$ cat config.mk
export PLATFORM = sky130hd
export DESIGN_NAME = id_issue_queue
export DESIGN_NICKNAME = d
export VERILOG_FILES = /design/src/rtl/id_issue_queue.sv
export SDC_FILE = /design/constraint.sdc
export NUM_CORES = 1
export LEC_CHECK = 0
export BUFFER_PORTS_ARGS = -buffer_cell sky130_fd_sc_hd__buf_2
export CELL_PAD_IN_SITES_DETAIL_PLACEMENT = 1
export CELL_PAD_IN_SITES_GLOBAL_PLACEMENT = 1
export CORE_AREA = 2 2 163 165
export DETAILED_ROUTE_END_ITERATION = 16
export DIE_AREA = 0 0 165 167
export PLACE_DENSITY = 0.87
export SYNTH_ARGS = -nofsm -noshare
export SYNTH_HDL_FRONTEND = slang
export SYNTH_SLANG_ARGS = --single-unit
$ cat constraint.sdc
create_clock -name clk_i -period 10.4 [get_ports clk_i]
set_input_delay 2.08 -clock clk_i [delete_from_list [all_inputs] [get_ports clk_i]]
set_output_delay 2.08 -clock clk_i [all_outputs]
set_load 0.005 [all_outputs]
$ cat src/rtl/id_issue_queue.sv
// Decoded-instruction issue queue: a circular buffer between the decoder and issue.
// The head is only ever driven from registered storage, so a pushed entry appears at the earliest one cycle after its push.

package id_issue_queue_pkg;

  localparam int unsigned PcW     = 32;
  localparam int unsigned FuW     = 4;
  localparam int unsigned OpW     = 7;
  localparam int unsigned RegIdxW = 5;
  localparam int unsigned DataW   = 32;

  // Decoded instruction as handed from decode to issue
  typedef struct packed {
    logic [PcW-1:0]     pc;
    logic [FuW-1:0]     fu;
    logic [OpW-1:0]     op;
    logic [RegIdxW-1:0] rs1;
    logic [RegIdxW-1:0] rs2;
    logic [RegIdxW-1:0] rd;
    logic               use_imm;
    logic [DataW-1:0]   result;
  } scoreboard_entry_t;

endpackage

module id_issue_queue
  import id_issue_queue_pkg::*;
#(
  parameter int unsigned DEPTH = 4
) (
  input  logic                       clk_i,
  input  logic                       rst_ni,
  input  logic                       flush_i,
  input  scoreboard_entry_t          instr_i,
  input  logic                       instr_valid_i,
  input  logic                       is_ctrl_flow_i,
  output logic                       instr_ready_o,
  output scoreboard_entry_t          decoded_instr_o,
  output logic                       decoded_instr_valid_o,
  output logic                       is_ctrl_flow_o,
  input  logic                       decoded_instr_ack_i,
  output logic [$clog2(DEPTH):0]     count_o
);

  localparam int unsigned AddrW = $clog2(DEPTH);
  localparam int unsigned CntW  = AddrW + 1;

  // Entry storage (no reset: contents are meaningless until written)
  scoreboard_entry_t mem_q  [DEPTH];
  logic              ctrl_q [DEPTH];

  logic [AddrW-1:0] wr_ptr_q, wr_ptr_d;
  logic [AddrW-1:0] rd_ptr_q, rd_ptr_d;
  logic [CntW-1:0]  cnt_q,    cnt_d;

  logic push;
  logic pop;
  logic ready;
  logic head_valid;

  // Handshake qualifiers: ready looks only at registered occupancy, never at the ack
  always_comb begin
    ready      = (cnt_q < CntW'(DEPTH));
    head_valid = (cnt_q != CntW'(0)) && !flush_i;
    push       = instr_valid_i && ready && !flush_i;
    pop        = decoded_instr_ack_i && head_valid;
  end

  // Pointer and occupancy next-state; flush overrides any same-cycle push/pop
  always_comb begin
    wr_ptr_d = wr_ptr_q;
    rd_ptr_d = rd_ptr_q;
    cnt_d    = cnt_q;
    if (flush_i) begin
      wr_ptr_d = AddrW'(0);
      rd_ptr_d = AddrW'(0);
      cnt_d    = CntW'(0);
    end else begin
      if (push) wr_ptr_d = AddrW'(wr_ptr_q + AddrW'(1));
      if (pop)  rd_ptr_d = AddrW'(rd_ptr_q + AddrW'(1));
      unique case ({push, pop})
        2'b10:   cnt_d = CntW'(cnt_q + CntW'(1));
        2'b01:   cnt_d = CntW'(cnt_q - CntW'(1));
        default: cnt_d = cnt_q;
      endcase
    end
  end

  // Pointer and occupancy registers, cleared asynchronously
  always_ff @(posedge clk_i or negedge rst_ni) begin
    if (!rst_ni) begin
      wr_ptr_q <= AddrW'(0);
      rd_ptr_q <= AddrW'(0);
      cnt_q    <= CntW'(0);
    end else begin
      wr_ptr_q <= wr_ptr_d;
      rd_ptr_q <= rd_ptr_d;
      cnt_q    <= cnt_d;
    end
  end

  // Write the accepted entry at the write pointer
  always_ff @(posedge clk_i) begin
    if (push) begin
      mem_q[wr_ptr_q]  <= instr_i;
      ctrl_q[wr_ptr_q] <= is_ctrl_flow_i;
    end
  end

  // Head presentation straight from storage at the read pointer
  always_comb begin
    instr_ready_o         = ready;
    decoded_instr_valid_o = head_valid;
    decoded_instr_o       = mem_q[rd_ptr_q];
    is_ctrl_flow_o        = ctrl_q[rd_ptr_q];
    count_o               = cnt_q;
  end

endmodule

==> Word-level counts from Yosys, hierarchy flattened <==
Memory sizes are Yosys's and may differ from the RTL's.
Cells that the tools add are included.
{ "classes": {"addsub": 4, "multipliers": 0, "div_mod_pow": 0, "n_lt_le_gt_ge": 1, "n_eq_ne": 2, "n_shift": 0, "n_mux": 8, "bitwise_logic": 0, "n_reduce_logical": 9} }
{ "op_table": {"columns": ["cell", "count"], "rows": [
  ["$mux W2", 4],
  ["$pmux W3 S2", 1],
  ["$reduce_bool A3 Y1", 2],
  ["$add A2 B1 Y2 const B", 2],
  ["$logic_and A1 B1 Y1", 4],
  ["$reduce_bool A2 Y1", 2],
  ["$add A3 B1 Y3 const B", 1],
  ["$lt A3 B3 Y1 const B", 1],
  ["$mux W3", 1],
  ["$sub A3 B1 Y3 const B", 1],
  ["$eq A2 B1 Y1 const B", 1],
  ["$eq A2 B2 Y1 const B", 1],
  ["$mux W1", 2],
  ["$logic_not A1 Y1", 1]
]} }
{ "totals": {"regBits": 7, "latch_bits": 0, "ram_bits": 368, "romBits": 0, "input_bits": 97, "output_inout_bits": 97, "wordCells": 29, "mem_count": 2} }
{ "memory_table": {"columns": ["memory", "depth", "word_bits", "rd", "rd_clocked_by_memory_dff", "wr", "line_no", "text"], "rows": [
  ["mem_q", 4, 91, 1, 0, 1, "49", "scoreboard_entry_t mem_q [DEPTH];"],
  ["ctrl_q", 4, 1, 1, 0, 1, "50", "logic ctrl_q [DEPTH];"]
]} }

==> Longest topological paths before layout <==
{ "logic_depth": {"ltp_word": 6, "ltp_mapped": 7} }

==> Least setup slack after synthesis <==
No wires, ideal clock.
{ "synth_path": {"kind": "input to register", "from": "input flush_i", "to": "memory ctrl_q[0] (enable)", "setup_time_ns": 0.461, "arrival_time_ns": 4.560, "required_time_ns": 9.939, "path_slack_ns": 5.379, "stages": 3, "n_path_buf": 1, "cell_sequence": "clkbuf_4 -> nor2_1 -> and2_1"} }
{ "synth_via": {"elab_chain_cells": 4} }
{ "synth_lines": {"columns": ["item", "line_no", "text"], "rows": [
  ["from (decl)", "33", "input logic flush_i,"],
  ["$logic_not A1 Y1", "65", "push = instr_valid_i && ready && !flush_i;"],
  ["$logic_and A1 B1 Y1", "65", null],
  ["$mux W1", "104", "if (push) begin"],
  ["$mux W1 (not written as such)", "106", "ctrl_q[wr_ptr_q] <= is_ctrl_flow_i;"],
  ["to (decl)", "50", null]
]} }
Every way passes these cells.

==> impl_results.md <==
- Most common flop cell mapped by yosys: sky130_fd_sc_hd__edfxtp_1
- Number of antenna violations at the first check in global routing: 4
- Worst hold path startpoint: wr_ptr_q[1]
- Final core utilization: 0.636
- Overall routing resource usage: 0.218
- 1st-pass router iterations: 5
- Number of nets in the layout: around 860
- Max rail drop VDD: between 0.0001 and 0.00015 V
- Maximum frequency from static timing analysis: around 190 MHz
- Final setup viols: 0
- Slack of the worst reg-to-reg path: about 7.5 ns
- Outcome: finished, final reports clean
- Initial DRC Count: about 440
- Number of unique standard cell types used by synthesis: 34
- Summed instance area of the synthesized netlist: 0.0138 mm^2
- Final period util: 0.518
- Data required time of the worst path: between 8 and 9 ns
- Hold Crit Class: register to register
- Clock latency of the later-clocked register in the worst-skew pair: approximately 0.52 ns
- Crit start category: register
- Met1 wire length: roughly 11000 um
- Maximum capacitance violations: 0
- Die footprint: between 0.02 and 0.03 mm^2
- Area of the core: 0.0258 mm^2
- Reg2reg path depth: 4
- Clock Skews: roughly 0.011 ns
- Number of remaining DRC errors: 0
- IO Pins: 194
- Number of resized instances in the post-cts repair step: 0
- Wirelength per Cell: about 26 um
- Fill cell count: about 2100
- Fin crit period: 5.39 ns
- Die height: ~170 um
- Actual transition at the worst max-transition pin: about 1.1 ns
- Routed length on met3: 1490 um
- CP peak stage delay: between 1 and 1.5 ns
- Kind of capture point of the worst setup path: output pin
- Layout cells sized above 1: 0.456
- R2R Path Start: count_o[2]
- Commonest non-fill, non-tap cells in the layout: 368 x sky130_fd_sc_hd__edfxtp_1, 193 x sky130_fd_sc_hd__buf_2, 92 x sky130_fd_sc_hd__mux4_2
- Number of synthesis warnings: 0
- EDFF count, synth: between 300 and 400
- Capture endpoint of the worst hold path: wr_ptr_q[1]
- Worst Setup Path Type: register to output pin
- Routability cong.: about 0.70
- Number of global-route vias before repair: a little over 7000
- Largest fanout on the critical path: 50
- Growth of design area from synthesis to finish: 18.7%
- Critical Path Source: rd_ptr_q[0]
- Instance count along the most critical hold path: 2
- Initial Utilization: 0.536
- Number of nets in the synthesized netlist: 642
- Setup Buffers After CTS: 0
- Data arrival time of the critical path: ~3.3 ns
- Final count of hold timing violations: 0
- Setup repair after global routing missed its margin: no
- Post-detailed-routing wire length: around 29000 um
- Slowest cell on crit path: sky130_fd_sc_hd__dfrtp_4
- Max-slew violation total from the final report: 0
- CTS root buf: sky130_fd_sc_hd__clkbuf_16
- Max Root-Sink Buffers: 3
- Avg Vias per Cell: 5.73
- Critical-path cell list: buf_4, mux4_2, buf_2
- Areal power density over the cells: approximately 210 mW/mm^2
- DR vias: between 6000 and 7000
- Top metal layer carrying routed signals: met5
- Bufs and invs on worst path: 2
- Die X-Extent: about 170 um
- Post-CTS clock slew at the launch and capture registers of the worst setup and hold paths: 0.06 ns
- Routed length on met2: roughly 16000 um
- Clock tree from TritonCTS: yes
- Headroom to the max-slew limit: 0.244
- Total of flip-flops plus latches after synthesis: 375
- Clock tree sinks: ~380
- Number of standard cells after synthesis: 540
- Final HPWL DP: ~18000 um
- Proportion of synthesized flip-flops having asynchronous set or reset: 0.0187
- Maximum number of pins on one net before global-route repair: 72
- Grt total ovfl: 0
- Number of clock buffers inserted by TritonCTS: 38
- Leading cell type in the layout, fill and taps excluded: sky130_fd_sc_hd__edfxtp_1
- Mean area per synthesized cell: between 20 and 30 um^2
- Number of levels the H-tree was split into: 2
- Post-route ant nets: 0
- Critical R2R Capture: mem_q[0][23]
- Port Buffers: roughly 190
- Number of buffers inserted by hold repair at cts: 0
- Row count: slightly below 60
- CP delay by family, top: buffers and inverters
- Global-route wire length before repair: 44100 um
- Post-synthesis sequential area ratio: 0.813
- Leak pwr: around 5.5 nW
- Total Negative Setup Slacks: 0 ns
-- tightest hold or removal path, stage by stage (launching register included) --
cell and delay, ns:
sky130_fd_sc_hd__dfrtp_1 0.42, sky130_fd_sc_hd__nand2_1 0.08, sky130_fd_sc_hd__a21oi_1 0.06
-- power by group --
group | switching [W] | total (W) | leakage (nW) | internal [W]
registers | 0.0000348 | 0.00175 | 3.43 | 0.00171
clock network | 0.000541 | 0.00138 | 0.625 | 0.000839
logic | 0.000139 | 0.000286 | 1.43 | 0.000147
-- final cells by class --
| cell class | count | area [um^2] | area share |
|---|---|---|---|
| timing repair buffer | 199 | 1010 | 0.0617 |
| clock inverter | 24 | 243 | 0.0148 |
| antenna | 3 | 7.51 | 0.000458 |
| tap | 335 | 419 | 0.0256 |
| multi-input combinational | 137 | 2420 | 0.148 |
| clock buffer | 45 | 1040 | 0.0635 |
| inverter | 5 | 18.8 | 0.00114 |
| sequential | 375 | 11200 | 0.685 |
-- worst max-delay path by stage --
| stage | endpoint | slack, ns | cells after the start |
|---|---|---|---|
| finish | decoded_instr_o[52] | 5.01 | 3 |
| global route | decoded_instr_o[1] | 4.70 | 3 |
| CTS | decoded_instr_o[52] | 4.83 | 3 |
| detailed placement | decoded_instr_o[1] | 5.41 | 3 |
| global placement | decoded_instr_o[1] | 5.44 | 3 |
| floorplan | ctrl_q[0] | 5.38 | 3 |
-- logic make-up (layout without fill, tap and decap cells) --
kind of cell,count (synthesis),after routing,share of synthesized area
AOI/OAI and AO/OA,10,10,0.00507
xor gates and xnor gates,4,4,0.00254
adders and majority gates,5,5,0.00507
buffers and inverters,28,273,0.0130
DFF,375,375,0.813
muxes,93,93,0.151
other,0,3,0
and+or+nand+nor,25,25,0.0110
-- Yosys cell counts (2+ instances only) --
cell	instances	area share
sky130_fd_sc_hd__edfxtp_1	368	0.80
sky130_fd_sc_hd__mux4_2	92	0.15
sky130_fd_sc_hd__buf_2	9	0.0033
sky130_fd_sc_hd__buf_6	8	0.0065
sky130_fd_sc_hd__dfrtp_1	7	0.013
sky130_fd_sc_hd__inv_1	5	0.0014
sky130_fd_sc_hd__and2_1	4	0.0018
sky130_fd_sc_hd__buf_1	4	0.0011
sky130_fd_sc_hd__ha_1	4	0.0036
sky130_fd_sc_hd__nand2b_1	4	0.0018
sky130_fd_sc_hd__nor2_1	4	0.0011
sky130_fd_sc_hd__a21oi_1	3	0.0011
sky130_fd_sc_hd__nand2_1	3	0.00082
sky130_fd_sc_hd__and2b_2	2	0.0013
sky130_fd_sc_hd__nand3_1	2	0.00072
sky130_fd_sc_hd__xnor2_1	2	0.0013
sky130_fd_sc_hd__xor2_1	2	0.0013
-- through the flow --
step                setup WS, ns  power [W]  cells  hold slack [ns]  area, um^2
global route                4.70    0.00352   1123            0.636       16400
global placement            5.44    0.00205   1051            0.558       15100
detailed placement          5.41    0.00207   1051            0.583       15100
finish                      5.01    0.00341   1123            0.597       16400
floorplan                   5.38    0.00194    540            0.542       13800
CTS                         4.83    0.00345   1120            0.596       16400
-- sequential cells by signal (all words and copies together), names as in the netlist --
name,count
count_o,3
ctrl_q,4
mem_q,364
rd_ptr_q,2
wr_ptr_q,2
-- per-layer routing --
layer	up-vias	GRT usage
li1	2751	-
met5	-	0
met1	3397	0.279
met3	66	0.0399
met4	2	0.0771
met2	218	0.377
No activity file was read; power rests on OpenSTA's default activity.
